$ cat config.mk
export PLATFORM = sky130hd
export DESIGN_NAME = nem_ohmux_sel_driver
export DESIGN_NICKNAME = d
export VERILOG_FILES = /design/src/rtl/nem_ohmux_sel_driver.sv
export SDC_FILE = /design/constraint.sdc
export NUM_CORES = 1
export LEC_CHECK = 0
export CORE_MARGIN = 3
export CORE_UTILIZATION = 45
export CTS_CLUSTER_DIAMETER = 80
export CTS_CLUSTER_SIZE = 28
export DETAILED_ROUTE_END_ITERATION = 8
export PLACE_DENSITY = 0.75
export SETUP_SLACK_MARGIN = 0.4
export SYNTH_ARGS = -nofsm -noshare
export SYNTH_HDL_FRONTEND = slang
export SYNTH_SLANG_ARGS = --single-unit
$ cat constraint.sdc
create_clock -name clk -period 2.4 [get_ports clk]
set_input_delay 0.48 -clock clk [delete_from_list [all_inputs] [get_ports clk]]
set_output_delay 0.48 -clock clk [all_outputs]
set_load 0.05 [all_outputs]
$ cat src/rtl/nem_ohmux_sel_driver.sv
// rtl/nem_ohmux_sel_driver.sv - break-before-make sequencer for NEM-relay one-hot mux select lines
// Every select change opens the old relay for T_OFF cycles before energising the new one for T_ON.
module nem_ohmux_sel_driver #(
    parameter int N_IN  = 4,
    parameter int T_OFF = 4,
    parameter int T_ON  = 8,
    parameter int SW    = $clog2(N_IN)
) (
    input  logic            clk,
    input  logic            rst,
    input  logic            req_valid,
    output logic            req_ready,
    input  logic            req_off,
    input  logic [SW-1:0]   req_sel,
    output logic [N_IN-1:0] S,
    output logic            settled,
    output logic [SW-1:0]   cur_sel,
    output logic            cur_on
);

    localparam int CMAX = (T_OFF > T_ON) ? T_OFF : T_ON;
    localparam int CW   = $clog2(CMAX + 1);
    localparam logic [N_IN-1:0] ONE = N_IN'(1);

    typedef enum logic [1:0] {
        ST_IDLE,
        ST_BREAK,
        ST_MAKE,
        ST_HOLD
    } state_t;

    state_t          r_state;
    state_t          w_state_nxt;
    logic [CW-1:0]   r_cnt;
    logic [CW-1:0]   w_cnt_nxt;
    logic [SW-1:0]   r_cur_sel;
    logic [SW-1:0]   w_sel_nxt;
    logic            r_cur_on;
    logic            w_on_nxt;
    logic [N_IN-1:0] r_s;
    logic            r_settled;
    logic            r_ready;
    logic            w_accept;
    logic            w_off_req;
    logic [N_IN-1:0] w_s_nxt;

    assign w_accept  = req_valid & r_ready;
    // Out-of-range indices (non-power-of-2 N_IN) deselect rather than alias onto a real input.
    assign w_off_req = req_off | ({1'b0, req_sel} >= (SW+1)'(N_IN));

    always_comb begin
        w_state_nxt = r_state;
        w_cnt_nxt   = r_cnt;
        w_sel_nxt   = r_cur_sel;
        w_on_nxt    = r_cur_on;
        case (r_state)
            ST_IDLE: begin
                if (w_accept && !w_off_req) begin
                    w_state_nxt = ST_MAKE;
                    w_cnt_nxt   = CW'(T_ON);
                    w_sel_nxt   = req_sel;
                    w_on_nxt    = 1'b1;
                end
            end
            ST_HOLD: begin
                if (w_accept) begin
                    if (w_off_req) begin
                        w_state_nxt = ST_BREAK;
                        w_cnt_nxt   = CW'(T_OFF);
                        w_on_nxt    = 1'b0;
                    end else if (req_sel != r_cur_sel) begin
                        w_state_nxt = ST_BREAK;
                        w_cnt_nxt   = CW'(T_OFF);
                        w_sel_nxt   = req_sel;
                    end
                end
            end
            ST_BREAK: begin
                if (r_cnt == CW'(1)) begin
                    w_state_nxt = r_cur_on ? ST_MAKE : ST_IDLE;
                    w_cnt_nxt   = r_cur_on ? CW'(T_ON) : '0;
                end else begin
                    w_cnt_nxt = r_cnt - CW'(1);
                end
            end
            ST_MAKE: begin
                if (r_cnt == CW'(1)) begin
                    w_state_nxt = ST_HOLD;
                    w_cnt_nxt   = '0;
                end else begin
                    w_cnt_nxt = r_cnt - CW'(1);
                end
            end
            default: w_state_nxt = ST_IDLE;
        endcase
    end

    assign w_s_nxt = ((w_state_nxt == ST_MAKE) || (w_state_nxt == ST_HOLD)) ? (ONE << w_sel_nxt) : '0;

    // Outputs are computed from the next state so they are true registers, not state decodes.
    always_ff @(posedge clk) begin
        if (rst) begin
            r_state   <= ST_IDLE;
            r_cnt     <= '0;
            r_cur_sel <= '0;
            r_cur_on  <= 1'b0;
            r_s       <= '0;
            r_settled <= 1'b0;
            r_ready   <= 1'b1;
        end else begin
            r_state   <= w_state_nxt;
            r_cnt     <= w_cnt_nxt;
            r_cur_sel <= w_sel_nxt;
            r_cur_on  <= w_on_nxt;
            r_s       <= w_s_nxt;
            r_settled <= (w_state_nxt == ST_HOLD);
            r_ready   <= (w_state_nxt == ST_HOLD) || (w_state_nxt == ST_IDLE);
        end
    end

    assign S         = r_s;
    assign settled   = r_settled;
    assign req_ready = r_ready;
    assign cur_sel   = r_cur_sel;
    assign cur_on    = r_cur_on;

endmodule

Word level (Yosys, flattened, before mapping)
Cells that the tools add are included.

storage, ports and cells
  flip-flop bits (word level) = 15
  input bits = 6
  output and inout bits = 9
  word-level logic and storage cells = 57

cells by class
  add/sub/neg operators = 1
  equal/unequal tests = 11
  shift-type cells = 1
  muxes and demuxes = 25
  bitwise operators = 2
  reduce and logical (&&, ||, !) cells = 10

operator list
  kind                                                 number
  2-to-1 mux 4 bit                                     7
  2-to-1 mux 2 bit                                     11
  case mux 4 bit (4 select lines)                      1
  equality test 2 bit, second input constant           4
  case mux 2 bit (4 select lines)                      1
  != test 2 bit, second input constant                 3
  equality test 4 x 1 -> 1 bit, second input constant  1
  logical NOT 2 bit                                    2
  case mux 2 bit (2 select lines)                      1
  AND reduction 4 bit                                  1
  << shifter 1 x 2 -> 4 bit, first input constant      1
  subtractor 4 x 1 -> 4 bit, second input constant     1
  2-to-1 mux 1 bit                                     3
  != test 3 bit, second input constant                 1
  AND reduction 3 bit                                  1
  equality test 2 x 1 -> 1 bit, second input constant  1
  logical OR 1 bit                                     2
  != test 2 bit                                        1
  case mux 1 bit (2 select lines)                      1
  nonzero test 2 bit                                   1
  OR reduction 2 bit                                   1
  bitwise AND 1 bit                                    1
  logical AND 1 bit                                    1
  logical NOT 1 bit                                    1
  inverter 1 bit                                       1

Logic depth before layout (Yosys ltp)
  word-level depth = 9
  depth in mapped cells = 9

Worst setup path before layout
No wires, ideal clock.

  path type = flip-flop to flip-flop
  start = register r_cnt[1]
  end = register r_ready (netlist: req_ready)
  library setup time = 0.117 ns
  data arrival time = 1.851 ns
  required time = 2.283 ns
  path slack = 0.432 ns
  stages on the path, launching flop included = 10
  buffers on the path = 0
  clock period less this slack = 1.968 ns
  cells stage by stage = dfxtp_1 inv_1 ha_1 or3b_4 o21ai_2 nand4b_1 a22oi_2 inv_1 ha_1 nand2b_1

between the ends
  cells in the longest elaborated chain, start to end = 5
  elaborated cells between the ends (all ways) = 7
  classes of those cells = eq/ne (2); mux (3); reduce/logical (2)

RTL lines
  what                                                      RTL line  RTL
  start, declared                                           34        logic [CW-1:0] r_cnt;
  start signal, assigned                                    112       r_cnt <= w_cnt_nxt;
  equality test 4 x 1 -> 1 bit (*)                          79, 87
  2-to-1 mux 2 bit, on equally long branches                87, 79
  case mux 2 bit (4 select lines) (*)                       56        case (r_state)
  named net w_state_nxt[1]                                  33        state_t w_state_nxt;
  equality test 2 bit or logical NOT 2 bit (tied branches)  117       r_ready <= (w_state_nxt == ST_HOLD) || (w_state_nxt == ST_IDLE);
  logical OR 1 bit (*)                                      117
  end signal, assigned                                      117
  end, declared                                             42        logic r_ready;

The timed path passes the listed nets; every way through them passes the cells marked *.
A chain may end at the register's enable or synchronous reset.

Worst setup path in the final report
  start = register r_cur_sel[0] (netlist: cur_sel[0])
  end = output cur_sel[0]

RTL lines
  what                    RTL line  RTL
  start, declared         36        logic [SW-1:0] r_cur_sel;
  start signal, assigned  113       r_cur_sel <= w_sel_nxt;
  end, declared           17        output logic [SW-1:0] cur_sel,

No word-level cell between the ends.

==> flow_summary.rst <==
.. list-table::
   :header-rows: 1

   * - Metric
     - Value
   * - Total track usage
     - about 16%
   * - HPWL Detailed
     - 1442 µm
   * - Top flip-flop cell by instance count after synthesis
     - dfxtp_1
   * - Congestion Overflow GR
     - 0
   * - Slew at the pin with the worst max-slew slack
     - 0.5545 ns
   * - Share of layout cells above drive strength 1
     - 11.57%
   * - Placed instance area
     - ~0.0010 mm²
   * - Fraction of the cycle the final worst path needs
     - 80.94%
   * - Clock sinks
     - 15
   * - Top Ports
     - 15
   * - # hold bufs at CTS
     - 0
   * - Clock slew at the register clock pins of the worst setup and hold paths
     - 0.08 ns
   * - Final routed DRC violation total
     - 0
   * - Slew Viols, Final
     - 0
   * - Number of levels the H-tree was split into
     - 1
   * - Count of state elements after synthesis
     - 15
   * - First-pass GRT wire length
     - ~3100 µm
   * - Sequential group share of total power
     - 29.0%
   * - Routability-driven placement congestion ratio
     - 0.8967
   * - Worst setup slack before clock tree synthesis
     - roughly 0.23 ns
   * - Area Growth Syn to Fin
     - 26.89%
   * - Number of nets with antenna violations after routing
     - 0
   * - Die height
     - 49.74 µm
   * - First-iteration detailed-routing DRC count
     - 23
   * - Relative max-transition margin
     - 62.92%
   * - Combinational group share of total power
     - between 60 and 70%
   * - Power per unit of standard cell area
     - 1285 mW/mm²
   * - Via count
     - 790
   * - Horizontal die dimension
     - 49.74 µm
   * - Cell row count
     - 15
   * - Critical path buffer and inverter count
     - 1
   * - Count of nets after finishing
     - 136
   * - Internal cell power
     - 748.3 µW
   * - CP required
     - 1.92 ns
   * - Filler cell count
     - 166
   * - RSZ-0062 raised after global routing
     - yes
   * - Root buffer selected by CTS
     - clkbuf_4
   * - Hold Crit Class
     - reg2reg
   * - Clock skew
     - 0.002376 ns
   * - Final Instance Area
     - 0.001092 mm²
   * - Pin count of the biggest net entering global routing
     - 16
   * - Total wire length
     - approximately 1900 µm
   * - First-pass iteration count of the detailed router
     - 4
   * - Synthesis Warnings
     - 0
   * - Static leakage
     - 0.4459 nW
   * - MaxCap Viol Count
     - 0
   * - Core ar.
     - approximately 0.0018 mm²
   * - Deepest clock path buffer count
     - 2
   * - Crit path arrival time
     - ~1.5 ns
   * - Largest stage delay on the critical path
     - a little over 0.8 ns
   * - TritonCTS Buffers
     - 3
   * - Clock tree from TritonCTS
     - done
   * - Net switching power
     - 655.1 µW
   * - Final Util
     - 61.91%
   * - Synthesized netlist cell count
     - 102
   * - Part of the Yosys area used for sequential elements
     - 34.88%
   * - Uppermost signal routing layer after detailed routing
     - met3
   * - Initial Util
     - 48.79%
   * - Average wire per cell in the routed design
     - 12.79 µm
   * - Final setup vio count
     - 0
   * - Mean number of vias per cell
     - 5.411
   * - Status
     - completed
   * - Netlist cell types
     - 33
   * - Crit. End Element
     - output pin
   * - Post-synth net total
     - 116
   * - Setup total negative slack
     - 0 ns
   * - Cells along the critical path
     - clkdlybuf4s50_1
   * - Routed wl met2
     - 902 µm
   * - Share of synthesized flip-flops with an asynchronous set or reset
     - 0%
   * - Top cell family by delay on the critical path
     - buffers and inverters
   * - Antenna cell count
     - 0
   * - Avg Cell Area, Syn
     - 8.439 µm²
   * - Number of buffers added on ports
     - 14
   * - Area of the mapped netlist
     - 860.8 µm²
   * - Setup CP Type
     - reg2out
   * - Sw Ratio
     - 46.68%
   * - Amount of wire on met3 after detailed routing
     - 97 µm
   * - Max stage delay cell, worst path
     - clkdlybuf4s50_1
   * - Clock network latency to the later pin of the worst-skew pair
     - around 0.28 ns
   * - Highest attainable clock frequency
     - a little over 500 MHz
   * - Area of the die
     - 0.002474 mm²
   * - Maximum vdd drop
     - just over 0.0006 V
   * - Number of flops mapped to enable cells by yosys
     - 0
   * - Vias in the first global route
     - 744
   * - Minimum clock period
     - 1.942 ns
   * - Routed length on met1
     - 868 µm
   * - Number of endpoints with negative hold slack in the final report
     - 0
   * - Largest driver fanout on the critical path
     - 3
   * - Final WS setup
     - around 0.46 ns
   * - Number of antenna violations at the first check in global routing
     - 0
   * - CP startpoint kind
     - flip-flop
   * - Clock network fraction of total power
     - 10.1%
## cells in the mapped netlist, types with 3 or more instances
master	instances	area share, %
a21oi_1	5	2.9
a22oi_1	3	2.6
dfxtp_1	15	35
ha_1	8	12
inv_1	7	3.1
nand2_1	8	3.5
nor2_1	13	5.7
nor2b_1	4	2.9
nor3_1	5	2.9
o21ai_0	4	2.3
## final timing paths
kind | cells after the start | to | start | slack [ns]
max reg2reg | 8 | settled | r_cnt[0] | 0.49
min reg2reg | 1 | r_cnt[1] | r_cnt[1] | 0.51
min | 1 | r_cnt[1] | r_cnt[1] | 0.51
max | 1 | cur_sel[0] | cur_sel[0] | 0.46
## sequential cells by signal (all words and copies together), names as in the netlist
name	flops
r_state	2
req_ready	1
settled	1
r_cnt	4
cur_sel	2
S	4
cur_on	1
## layout make-up
| type | instances | area (µm²) | area share, % |
|---|---|---|---|
| well taps | 25 | 31.28 | 2.864 |
| multi-input cells | 79 | 549.3 | 50.29 |
| inverters | 7 | 26.28 | 2.405 |
| clock buffers | 4 | 26.28 | 2.405 |
| repair buffers | 16 | 155.1 | 14.20 |
| flip-flops and latches | 15 | 304.0 | 27.84 |
## what timing repair did
action	in CTS	in global routing
gates resized for setup	4	6
setup endpoints to repair	4	5
pin swaps	0	1
hold endpoints to repair	0	0
buffers inserted	0	1
## power groups by stage
stage | Combinational [mW] | Sequential [mW] | Clock [mW]
CTS | 0.837 | 0.401 | 0.145
floorplan | 0.518 | 0.493 | 0
global route | 0.952 | 0.417 | 0.156
finish | 0.855 | 0.407 | 0.141
global placement | 0.813 | 0.402 | 0
detailed placement | 0.833 | 0.404 | 0
## placed cells by master (no fill, tap or decap), types with 2 or more instances in the layout
master           count
dfxtp_2              3
clkdlybuf4s50_1     11
nand2_1              8
a22oi_1              3
nor3_1               5
inv_1                6
a211oi_1             2
a22o_1               2
nand3_1              2
o21ai_0              4
dfxtp_1             12
ha_1                 7
clkbuf_4             3
o21bai_1             2
nor2b_1              4
xnor2_1              2
a21oi_1              5
nor2_1              13
and3b_1              2
nand4b_1             2
dlygate4sd2_1        2
buf_4                2
## routing by layer
metal / vias up / track usage (%)
li1: 400 / -
met1: 369 / 20.52
met2: 21 / 26.87
met3: 0 / 4.532
met4: 0 / 2.765
met5: - / 0
## stage by stage
step	hold slack (ns)	std cells	total power, mW
after global placement	0.5020	141	1.215
after detailed placement	0.5229	141	1.237
final	0.5130	146	1.403
after CTS	0.5419	145	1.383
after floorplan	0.4739	102	1.011
after global routing	0.5276	146	1.525
## logic make-up after synthesis
logic type	synth area share [%]
buffers and inverters	3.489
AO/OA/AOI/OAI	21.37
AND/OR/NAND/NOR	26.60
XOR/XNOR	2.035
flip-flops	34.88
adder cells (fa/ha/maj)	11.63
Note: power is estimated with default switching activity, not from simulation.
